`src/rtl/ddr_arbiter_pkg.sv`:
```
// Shared widths, state encoding and command record for the DDR arbiter.
package ddr_arbiter_pkg;
    localparam int ADDR_W               = 24;
    localparam int DATA_W               = 16;
    localparam int REFRESH_INTERVAL_DEF = 1000;

    typedef enum logic [1:0] {ST_IDLE, ST_REFRESH, ST_VID, ST_GFX} arb_state_t;

    localparam logic GRANT_VID = 1'b0;
    localparam logic GRANT_GFX = 1'b1;

    // Latched copy of the granted client request; the Ddr side only ever sees this.
    typedef struct packed {
        logic              wr;
        logic [ADDR_W-1:0] addr;
        logic [DATA_W-1:0] data;
    } ddr_cmd_t;
endpackage

```
`src/rtl/ddr_arbiter_refresh_timer.sv`:
```
// Refresh interval down-counter with a pending request flag and a sticky overrun flag.
module refresh_timer
    import ddr_arbiter_pkg::*;
#(
    parameter int INTERVAL = REFRESH_INTERVAL_DEF
) (
    input  logic clk,
    input  logic rst,
    input  logic clear,
    output logic pending,
    output logic overrun
);
    localparam int            CW     = (INTERVAL > 1) ? $clog2(INTERVAL) : 1;
    localparam logic [CW-1:0] RELOAD = CW'(INTERVAL - 1);

    logic [CW-1:0] cnt;
    logic          expire;

    assign expire = (cnt == '0);

    always_ff @(posedge clk or posedge rst) begin
        if (rst) begin
            cnt     <= RELOAD;
            pending <= 1'b0;
            overrun <= 1'b0;
        end else begin
            cnt <= expire ? RELOAD : cnt - 1'b1;
            // Expiry beats a completing refresh; it is only an overrun if the old one is still owed.
            if (expire)
                pending <= 1'b1;
            else if (clear)
                pending <= 1'b0;
            if (expire && pending && !clear)
                overrun <= 1'b1;
        end
    end
endmodule

```
`src/rtl/ddr_arbiter.sv`:
```
// Arbitrates display reads, graphics reads/writes and periodic refresh onto one Ddr port.
module ddr_arbiter
    import ddr_arbiter_pkg::*;
#(
    parameter int REFRESH_INTERVAL = REFRESH_INTERVAL_DEF
) (
    input  logic              clk133_p,
    input  logic              rst,
    input  logic              vidReq,
    input  logic [ADDR_W-1:0] vidAddress,
    output logic              vidAck,
    output logic [DATA_W-1:0] vidData,
    input  logic              gfxReq,
    input  logic              gfxWrite,
    input  logic [ADDR_W-1:0] gfxAddress,
    input  logic [DATA_W-1:0] gfxWriteData,
    output logic              gfxAck,
    output logic [DATA_W-1:0] gfxReadData,
    output logic              read,
    output logic [ADDR_W-1:0] readAddress,
    input  logic              readAcknowledge,
    input  logic [DATA_W-1:0] readData,
    output logic              write,
    output logic [ADDR_W-1:0] writeAddress,
    output logic [DATA_W-1:0] writeData,
    input  logic              writeAcknowledge,
    output logic              refresh,
    input  logic              refreshAcknowledge,
    output logic              refreshOverrun
);
    arb_state_t state;
    ddr_cmd_t   cmd;
    logic       last_grant;
    logic       refresh_pending;
    logic       refresh_done;
    logic       ack_busy;

    assign refresh_done = (state == ST_REFRESH) && refreshAcknowledge;
    assign ack_busy     = vidAck || gfxAck;

    refresh_timer #(.INTERVAL(REFRESH_INTERVAL)) u_refresh_timer (
        .clk     (clk133_p),
        .rst     (rst),
        .clear   (refresh_done),
        .pending (refresh_pending),
        .overrun (refreshOverrun)
    );

    assign readAddress  = cmd.addr;
    assign writeAddress = cmd.addr;
    assign writeData    = cmd.data;

    always_ff @(posedge clk133_p or posedge rst) begin
        if (rst) begin
            state       <= ST_IDLE;
            cmd         <= '0;
            last_grant  <= GRANT_GFX;
            read        <= 1'b0;
            write       <= 1'b0;
            refresh     <= 1'b0;
            vidAck      <= 1'b0;
            gfxAck      <= 1'b0;
            vidData     <= '0;
            gfxReadData <= '0;
        end else begin
            vidAck <= 1'b0;
            gfxAck <= 1'b0;
            case (state)
                // Hold off while an ack pulses so a still-asserted request is not re-served.
                ST_IDLE: if (!ack_busy) begin
                    if (refresh_pending) begin
                        state   <= ST_REFRESH;
                        refresh <= 1'b1;
                    end else if (vidReq && (!gfxReq || last_grant == GRANT_GFX)) begin
                        state      <= ST_VID;
                        read       <= 1'b1;
                        last_grant <= GRANT_VID;
                        cmd.wr     <= 1'b0;
                        cmd.addr   <= vidAddress;
                    end else if (gfxReq) begin
                        state      <= ST_GFX;
                        read       <= !gfxWrite;
                        write      <= gfxWrite;
                        last_grant <= GRANT_GFX;
                        cmd.wr     <= gfxWrite;
                        cmd.addr   <= gfxAddress;
                        cmd.data   <= gfxWriteData;
                    end
                end
                ST_REFRESH: if (refreshAcknowledge) begin
                    refresh <= 1'b0;
                    state   <= ST_IDLE;
                end
                ST_VID: if (readAcknowledge) begin
                    read    <= 1'b0;
                    vidAck  <= 1'b1;
                    vidData <= readData;
                    state   <= ST_IDLE;
                end
                ST_GFX: if (cmd.wr ? writeAcknowledge : readAcknowledge) begin
                    read   <= 1'b0;
                    write  <= 1'b0;
                    gfxAck <= 1'b1;
                    if (!cmd.wr)
                        gfxReadData <= readData;
                    state  <= ST_IDLE;
                end
                default: state <= ST_IDLE;
            endcase
        end
    end
endmodule

```
`config.mk`:
```
export PLATFORM = sky130hd
export DESIGN_NAME = ddr_arbiter
export DESIGN_NICKNAME = d
export VERILOG_FILES = /design/src/rtl/ddr_arbiter_pkg.sv /design/src/rtl/ddr_arbiter_refresh_timer.sv /design/src/rtl/ddr_arbiter.sv
export SDC_FILE = /design/constraint.sdc
export NUM_CORES = 1
export LEC_CHECK = 0
export BUFFER_PORTS_ARGS = -buffer_cell sky130_fd_sc_hd__buf_2
export CORE_MARGIN = 2
export CORE_UTILIZATION = 34
export CTS_CLUSTER_DIAMETER = 200
export DETAILED_ROUTE_END_ITERATION = 8
export PLACE_DENSITY = 0.66
export SLEW_MARGIN = 20
export SYNTH_ARGS = -nofsm -noshare
export SYNTH_HDL_FRONTEND = slang
export SYNTH_SLANG_ARGS = --single-unit
```
`constraint.sdc`:
```
create_clock -name clk133_p -period 3.9 [get_ports clk133_p]
set_clock_uncertainty 0.2 [all_clocks]
set_input_delay 0.585 -clock clk133_p [delete_from_list [all_inputs] [get_ports clk133_p]]
set_output_delay 0.585 -clock clk133_p [all_outputs]
set_load 0.02 [all_outputs]
```
==> After elaboration in Yosys (flattened, before gate mapping) <==
Index checks and enable logic that the tools add are counted.
{ "classes": {"bitwise": 4, "n_mux": 36, "n_reduce_logical": 24, "addsub": 1, "n_eq_ne": 13} }
{ "ops": {"columns": ["operator", "count"], "rows": [
  ["$mux W41", 1],
  ["$mux W25", 1],
  ["$mux W1", 22],
  ["$mux W2", 7],
  ["$ne A2 B2 Y1 const B", 7],
  ["$reduce_and A6 Y1", 2],
  ["$logic_not A10 Y1", 1],
  ["$mux W10", 1],
  ["$reduce_and A5 Y1", 2],
  ["$sub A10 B1 Y10 const B", 1],
  ["$pmux W2 S4", 1],
  ["$reduce_and A4 Y1", 2],
  ["$reduce_bool A2 Y1", 4],
  ["$eq A2 B2 Y1 const B", 2],
  ["$logic_and A1 B1 Y1", 4],
  ["$ne A4 B3 Y1 const B", 1],
  ["$not A1 Y1", 4],
  ["$pmux W1 S2", 2],
  ["$logic_not A1 Y1", 3],
  ["$ne A3 B3 Y1 const B", 1],
  ["$pmux W1 S3", 1],
  ["$reduce_and A3 Y1", 1],
  ["$reduce_bool A3 Y1", 1],
  ["$eq A2 B1 Y1 const B", 1],
  ["4 further kinds", 5]
]} }
{ "totals": {"input_bits": 88, "reg_bits": 93, "word_cells": 93, "output_inout_bits": 102} }

==> Longest topological paths before layout <==
Gate-level depths: netlist of run 1.
{ "logic_depth": {"word_depth": 7, "mapped_depth": 6, "mapped_depth_nobuf": 5} }

==> By module <==
Synthesis of run 1 repeated with hierarchy kept, for this count alone.
{ "hier_totals": {"hier_cells": 358, "hier_area_um2": 4530.6} }
{ "by_module_without_submodules": {"columns": ["module", "seq_area_each_um2", "area_per_inst_um2", "instances", "cells_each"], "rows": [
  ["ddr_arbiter", 2028.2, 3941.3, 1, 306],
  ["refresh_timer", 310.3, 589.3, 1, 52]
]} }

==> Least setup slack after synthesis of run 1 <==
OpenSTA, ideal clock, no wires.
{ "synth_path": {"path_kind": "input to register", "start": "input port vidReq", "end": "register cmd, in the netlist writeData[0]", "t_arrival_ps": 1606, "required_ps": 3575, "path_buffers": 2, "stages": 5, "path_slack_ps": 1969, "path_cell_list": "buf_2 -> a21boi_1 -> nand3_4 -> buf_6 -> mux2_4"} }
{ "synth_via": {"elab_chain_len": 3} }
{ "synth_lines": {"columns": ["item", "line_no", "text"], "rows": [
  ["start: declaration", "ddr_arbiter.sv:9", "input logic vidReq,"],
  ["$logic_and A1 B1 Y1", "ddr_arbiter.sv:74", "end else if (vidReq && (!gfxReq || last_grant == GRANT_GFX)) begin"],
  ["$not A1 Y1 (no source line)", null, null],
  ["$reduce_and A5 Y1 (no source line)", null, null],
  ["end: declaration", "ddr_arbiter.sv:32", "ddr_cmd_t cmd;"]
]} }
Every way passes these cells.
A chain may end at the register's enable or synchronous reset.

==> Final worst setup path of run 1 <==
{ "layout_path": {"start": "register state[1]", "end": "register read"} }
{ "layout_via": {"elab_chain_len": 3, "elab_cells_between_ends": 11} }
{ "layout_lines": {"columns": ["item", "line_no", "text"], "rows": [
  ["start: declaration", "ddr_arbiter.sv:31", "arb_state_t state;"],
  ["start signal: assignment", "ddr_arbiter.sv:55", "state <= ST_IDLE;"],
  ["start signal: assignment", "ddr_arbiter.sv:72", "state <= ST_REFRESH;"],
  ["start signal: assignment", "ddr_arbiter.sv:75", "state <= ST_VID;"],
  ["$eq A2 B2 Y1 / $logic_not A2 Y1 (equally long branches)", "ddr_arbiter.sv:68", "case (state)"],
  ["$ne A2 B2 Y1 (no source line) (tied with other cells)", null, null],
  ["$reduce_and A6 Y1 (no source line)", null, null],
  ["end signal: assignment", "ddr_arbiter.sv:82", "read <= !gfxWrite;"],
  ["end: declaration", "ddr_arbiter.sv:19", "output logic read,"]
]} }
Several ways; a longest one is shown, not always the timed one.

==> results of run 1 <==
-- sequential cells by signal, indices dropped and copies added (netlist names) --
register	count
state	2
gfxAck	1
gfxReadData	16
readAddress	24
cmd	1
vidAck	1
u_refresh_timer.overrun	1
writeData	16
read	1
last_grant	1
write	1
u_refresh_timer.cnt	10
u_refresh_timer.pending	1
vidData	16
refresh	1
-- synthesized netlist by cell type (4+ instances only) --
cell type | number | area share (%)
dfrtp_1 | 84 | 47
clkbuf_1 | 5 | 0.42
a32oi_1 | 24 | 4.7
nand3_1 | 6 | 0.68
o21ai_0 | 6 | 0.68
nand2_1 | 9 | 0.76
dfstp_2 | 9 | 5.3
buf_2 | 10 | 1.1
o2bb2ai_1 | 26 | 5.1
nor3_1 | 4 | 0.45
mux2_2 | 38 | 9.7
mux2_4 | 10 | 3.4
inv_1 | 7 | 0.59
buf_4 | 65 | 11
-- metal layers --
metal	up-vias	routed length, um	GRT usage (%)
met5	-	27	0
met4	4	77	3.16
met3	10	757	6.25
met2	117	4980	23.9
met1	1530	4110	17.4
li1	1449	-	-
-- path summary, 6_finish.rpt --
check / startpoint / end / slack [ps] / cells past startpoint
setup / recovery: state[1]$_DFFE_PP0P_ / read$_DFFE_PP0P_ / 1490 / 3
hold / removal: rst / writeData[9]$_DFFE_PP0P_ / 210 / 2
setup reg to reg: state[1]$_DFFE_PP0P_ / read$_DFFE_PP0P_ / 1490 / 3
hold reg to reg: u_refresh_timer.cnt[0]$_DFF_PP1_ / u_refresh_timer.cnt[0]$_DFF_PP1_ / 270 / 1
max in group asynchronous: rst / gfxReadData[4]$_DFFE_PP0P_ / 2720 / 2
min in group clk133_p: u_refresh_timer.cnt[0]$_DFF_PP1_ / u_refresh_timer.cnt[0]$_DFF_PP1_ / 270 / 1
-- cell usage in the layout (no fill, tap or decap), types with 2 or more instances in the layout --
cell	count
xnor2_1	2
nand2b_1	2
o211ai_1	2
nand3_1	6
inv_1	6
clkbuf_8	3
o41ai_1	2
nor3_1	4
nand2_1	9
o21ai_0	6
clkinv_2	2
nor2_1	3
mux2_2	38
and2_1	2
buf_2	189
mux2_4	10
or3_1	2
dfrtp_1	84
a32oi_1	24
dfstp_2	9
a21oi_1	2
xor2_1	3
o2bb2ai_1	26
clkbuf_16	9
-- cells by family (layout without fill, tap and decap cells) --
family	after synthesis	in the layout	share of synthesized area (%)
AO/OA/AOI/OAI	73	73	13.8
XOR/XNOR	5	5	0.989
adder cells (fa/ha/maj)	1	1	0.283
buffers and inverters	89	213	13.7
flip-flops	93	93	52.8
multiplexers	49	49	13.3
AND/OR/NAND/NOR	38	38	5.12
-- layout make-up --
type	count	area share (%)
multi-input combinational	166	28.1
inverter	7	0.588
tap	172	4.04
timing repair buffer	190	17.9
sequential	93	43.9
clock inverter	3	0.353
clock buffer	13	5.08
-- per-stage QoR --
step / util [%] / cells / area (um^2) / power (uW) / setup slack [ps]
after detailed placement: 39.6 / 628 / 5020 / 3790 / 1350
after CTS: 41.9 / 644 / 5310 / 4650 / 1500
final: 42.0 / 644 / 5320 / 4600 / 1490
after global routing: 42.0 / 644 / 5320 / 4870 / 1320
after global placement: 39.6 / 628 / 5020 / 3730 / 1430
after floorplan: - / 348 / 4430 / 3520 / 710
-- where the power goes --
| group | internal (uW) | switching [uW] | leakage (uW) | total [uW] |
|---|---|---|---|---|
| clock network | 484 | 361 | 0.000146 | 844 |
| registers | 1380 | 267 | 0.00112 | 1650 |
| logic | 842 | 1270 | 0.00132 | 2110 |
| total | 2710 | 1900 | 0.00258 | 4600 |
-- worst max-delay path, cell delays in order (launching register included) --
cell	delay, ps
dfrtp_1	490
nor3_4	450
nand2_1	640
o221a_2	520
==> metrics.md, run 1 <==
| Metric | Value |
|---|---|
| Slew HR | 37.0% |
| Routed WL | 9950 um |
| Register bit total from synthesis | 93 |
| Synthesized area | 4430 um^2 |
| RSZ-0062 raised after global routing | no |
| Status | finished clean |
| Power per cell area | 865 nW/um^2 |
| Layout net count | 556 |
| Worst EP arrival | 2440 ps |
| Cts bufs inserted | 9 |
| TNS Setup | 0 ps |
| CTS tree | done |
| Post-CTS Hold Buffers | 0 |
| Post-DR vias/cell | 4.83 |
| Worst hold slack | 211 ps |
| # IOs | 190 |
| Core area | 12700 um^2 |
| Sequential area share after synthesis | 52.8% |
| Vias | 3110 |
| Leakage | 0.00258 uW |
| DRT Pass-1 Iters | 4 |
| Total congestion overflow | 0 |
| FF/Latch Area | 2340 um^2 |
| Worst-Margin Slew | 940 ps |
| Postcts setup bufs | 0 |
| Residual DRC | 0 |
| Clock-pin slew on the worst setup and hold paths | 60 ps |
| Multi-input logic area | 1500 um^2 |
| Period minus WS final | 2410 ps |
| Post-synth cell types | 47 |
| Pins Over Slew Limit | 0 |
| Die W | 118 um |
| WP data required | 3930 ps |
| Synthesized area per cell | 12.7 um^2 |
| Peak Freq | 415 MHz |
| Worst skew pair latency | 340 ps |
| Avg WL per Cell | 15.5 um |
| Clk buf depth | 2 |
| EDFF count, synth | 0 |
| ANT cells | 0 |
| # port buffers | 189 |
| Fill cells | 1249 |
| Number of global-route vias before repair | 3125 |
| Worst Hold Class | in2async |
| Num rows | 41 |
| Initial Util | 34.9% |
| # setup viols final | 0 |
| Pin count of the biggest net entering global routing | 94 |
| Share of layout cells above drive strength 1 | 57.8% |
| Synthesized netlist cell count | 348 |
| Post-DP HPWL | 7130 um |
| Initial drt markers | 81 |
| CTS root buffer | clkbuf_16 |
| # H-tree levels | 3 |
| Die footprint | 13900 um^2 |
| Initial antenna violation count | 2 |
| VDD IR max | 0.000400 V |
| Critical path class | reg2reg |
| MaxCap Viol Count | 0 |
| All-Layer GR Usage | 14.4% |
| Async SR Flop Fraction | 100% |
| Crit end category | flop |
| Startpoint types | flop |
| RePlAce Congestion | 0.778 |
| Total clock sinks | 93 |
| Critical Path Fanout Max | 27 |
| Yosys Warn Count | 0 |
| Area Growth Syn to Fin | 20.2% |
| Global-route wire length before repair | 16100 um |
| Final Hold Fails | 0 |
| Tcrit/Tclk final | 61.8% |
| Final ANT Viol Nets | 0 |
| Die H | 118 um |
| Cts repair resizes | 0 |
| Syn nets | 437 |
| Synth Flop Type | dfrtp_1 |
Power figures use the tool's default switching activity.
==> run 2, diff against run 1 <==
--- a/config.mk
+++ b/config.mk
@@ -5,12 +5,13 @@
 export SDC_FILE = /design/constraint.sdc
 export NUM_CORES = 1
 export LEC_CHECK = 0
+export ABC_AREA = 1
 export BUFFER_PORTS_ARGS = -buffer_cell sky130_fd_sc_hd__buf_2
 export CORE_MARGIN = 2
 export CORE_UTILIZATION = 34
 export CTS_CLUSTER_DIAMETER = 200
 export DETAILED_ROUTE_END_ITERATION = 8
-export PLACE_DENSITY = 0.66
+export PLACE_DENSITY = 0.68
 export SLEW_MARGIN = 20
 export SYNTH_ARGS = -nofsm -noshare
 export SYNTH_HDL_FRONTEND = slang
==> constraint.sdc (replaced) <==
create_clock -name clk133_p -period 2.2 [get_ports clk133_p]
set_clock_uncertainty 0.2 [all_clocks]
set_input_delay 0.33 -clock clk133_p [delete_from_list [all_inputs] [get_ports clk133_p]]
set_output_delay 0.33 -clock clk133_p [all_outputs]
set_load 0.02 [all_outputs]
==> run 2 against run 1 <==
  * Cell area grew 8.3%
  * Sequential power grew 70%
  * Worst hold slack lost 190 ps
  * Sequential share of layout area shrank 3.3 points
  * Register-to-register slack lost 1200 ps
  * Final cell count grew 38%
==> metrics.md, run 2 <==
| Metric | Value |
|---|---|
| Synth Flop Type | dfrtp_1 |
| Initial Util | 34.9% (-0.069 points) |
| Initial drt markers | 157 (+94%) |
| Flop2flop setup slack | 320 ps (-1170 ps) |
| Register bit total from synthesis | 93 (unchanged) |
| Largest register FFs | 24 (unchanged) |
| Most common cell after layout, fill and taps aside | nand2_1 |
| Final Hold Fails | 0 (unchanged) |
| Synth area leaders | dfrtp_1, nand2_1, buf_4 |
| # setup viols final | 0 (unchanged) |
| Pins Over Slew Limit | 0 (unchanged) |
| Total congestion overflow | 0 (unchanged) |
| Count leader, synth | nand2_1 |
| Synthesized area per cell | 8.16 um^2 (-36%) |
| # port buffers | 189 (unchanged) |
| RSZ-0062 raised after global routing | no |
| Post-synth cell types | 29 (-38%) |
| Share of layout cells above drive strength 1 | 33.5% (-24 points) |
| Initial antenna violation count | 1 (-1) |
| Final ANT Viol Nets | 0 (unchanged) |
| Worst EP arrival | 1900 ps (-540 ps) |
| Cts repair resizes | 0 (unchanged) |
| Total clock sinks | 93 (unchanged) |
| Layout net count | 798 (+44%) |
| Die footprint | 14600 um^2 (+4.6%) |
| Vias | 3901 (+25%) |
| Final Util | 43.3% (+1.3 points) |
| Worst Hold Class | in2reg |
| Peak Freq | 531 MHz (+28%) |
| Post-DP HPWL | 8130 um (+14%) |
| CTS root buffer | clkbuf_16 |
| All-Layer GR Usage | 15.8% (+1.4 points) |
| Hold EP | writeData[4]$_DFFE_PP0P_ |
| R2R Path Start | last_grant$_DFFE_PP1P_ |
| Num rows | 42 (+2.4%) |
| Avg WL per Cell | 12.4 um (-20%) |
| Cts bufs inserted | 9 (unchanged) |
| Tcrit/Tclk final | 85.6% (+24 points) |
| Yosys Warn Count | 0 (unchanged) |
| ANT cells | 0 (unchanged) |
| WP data required | 2210 ps (-1720 ps) |
| Status | finished clean |
| Power per cell area | 1350 nW/um^2 (+56%) |
| TNS Setup | 0 ps (unchanged) |
| Residual DRC | 0 (unchanged) |
| Worst skew pair latency | 340 ps (about the same) |
| EDFF count, synth | 0 (unchanged) |
| # IOs | 190 (unchanged) |
| Period minus WS final | 1880 ps (-527 ps) |
| Routed WL | 11000 um (+11%) |
| Fill cells | 1358 (+8.7%) |
| Hold path depth | 3 |
| Clock-pin slew on the worst setup and hold paths | 60 ps (about the same) |
| Area Growth Syn to Fin | 24.3% |
| DRT Pass-1 Iters | 4 (unchanged) |
| Synthesized netlist cell count | 568 (+63%) |
| Clk buf depth | 2 (unchanged) |
| Synth area leader | dfrtp_1 |
| VDD IR max | 0.000642 V (+61%) |
| Sequential area share after synthesis | 50.4% (-2.4 points) |
| Synth cell count leaders | nand2_1, dfrtp_1, buf_4, nand3_1 |
| Global-route wire length before repair | 18200 um (+13%) |
| Critical Path Fanout Max | 27 (unchanged) |
| Startpoint types | flop |
| Synthesized area | 4640 um^2 (+4.7%) |
| Die W | 121 um (+2.3%) |
| Post-DR vias/cell | 4.38 (-9.2%) |
| CTS tree | done |
| Multi-input logic area | 1540 um^2 (+3.2%) |
| Core area | 13300 um^2 (+4.9%) |
| Most frequent cells in the layout | nand2_1, buf_2, dfrtp_1 |
| Async SR Flop Fraction | 100% (unchanged) |
| Number of global-route vias before repair | 3823 (+22%) |
| HP Start | gfxWriteData[4] |
| Pin count of the biggest net entering global routing | 33 (-65%) |
| R2R depth | 7 (+4) |
| Leakage | 0.00335 uW (+30%) |
| MaxCap Viol Count | 0 (unchanged) |
| Critical path class | reg2reg |
| Worst r2r dst | cmd[40]$_DFFE_PP0P_ |
| # H-tree levels | 3 (unchanged) |
| Worst-Margin Slew | 845 ps (-95.1 ps) |
| FF/Latch Area | 2340 um^2 (unchanged) |
| Die H | 121 um (+2.3%) |
| Postcts setup bufs | 0 (unchanged) |
| Crit end category | flop |
| Yosys top cell area share | 45.3% (-2.1 points) |
| Syn nets | 657 (+50%) |
| Slew HR | 43.6% (+6.6 points) |
| RePlAce Congestion | 0.811 (+4.2%) |
-- run 2: changes by cell type in the layout (fill, tap and decap cells not counted), sizes merged, moves of 10 or more --
cell         before  now
nor2              4   15
o21ai             6   39
nand2             9  217
inv               7   39
nand3             8   64
mux2             48    0
buf             190  200
a32oi            24    0
dlygate4sd3       0   16
o2bb2ai          26    0
-- run 2: cells by family (layout without fill, tap and decap cells) --
group | Yosys count | in the layout | share of synthesized area (%)
buffers and inverters | 126 | 272 | 16.3
and+or+nand+nor | 300 | 300 | 27.2
DFF | 93 | 93 | 50.4
xor gates and xnor gates | 4 | 4 | 0.756
AOI/OAI and AO/OA | 44 | 44 | 5.10
adders and majority gates | 1 | 1 | 0.270
-- run 2: cell type report --
type,count,share of cell area (%)
Clock buffer,10,3.97
Clock inverter,6,1.11
Inverter,40,2.67
Multi-Input combinational cell,349,26.8
Sequential cell,93,40.6
Tap cell,176,3.82
Timing Repair Buffer,216,21.1
-- run 2: power by group --
part	leakage, uW	internal [uW]	switching [uW]
combinational	0.00206	1130	2350
sequential	0.00115	2380	419
clock	0.000138	879	649
-- run 2: what timing repair did --
action,CTS,global route
hold buffers,16,0
setup endpoints to repair,0,0
hold endpoints to repair,29,0
-- run 2: worst max-delay path: stages, from the launching register on --
cell	delay (ps)
dfstp_2	570
inv_1	60
nand2_2	50
nand2_1	120
nand2_2	310
nand2_4	250
nand2_1	120
o21ai_0	80
-- run 2: how the worst max path moves through the flow --
stage	start	end	slack, ps	depth (start not counted)
final	last_grant$_DFFE_PP1P_	cmd[40]$_DFFE_PP0P_	320	7
after global routing	last_grant$_DFFE_PP1P_	cmd[40]$_DFFE_PP0P_	100	7
after CTS	last_grant$_DFFE_PP1P_	cmd[40]$_DFFE_PP0P_	290	7
after detailed placement	last_grant$_DFFE_PP1P_	cmd[40]$_DFFE_PP0P_	280	7
after global placement	last_grant$_DFFE_PP1P_	cmd[40]$_DFFE_PP0P_	380	7
after floorplan	gfxAck$_DFF_PP0_	readAddress[10]$_DFFE_PP0P_	510	6
-- run 2: metrics by stage --
stage	worst slack (ps)	cell area (um^2)	cells	hold WS, ps	total power [uW]
finish	317	5760	890	23.1	7800
global route	102	5760	890	27.8	8430
CTS	286	5760	890	5.65	7910
detailed placement	284	5310	858	176	6320
global placement	381	5310	858	174	6240
floorplan	515	4640	568	229	5800
-- run 2: routing by layer --
| metal | GRT usage [%] | vias up | part of all wire [%] |
|---|---|---|---|
| met1 | 18.9 | 1749 | 42 |
| met4 | 5.74 | 0 | 1.4 |
| met2 | 26.4 | 147 | 48 |
| li1 | - | 1993 | - |
| met3 | 5.42 | 12 | 8.5 |
| met5 | 0 | - | 0 |
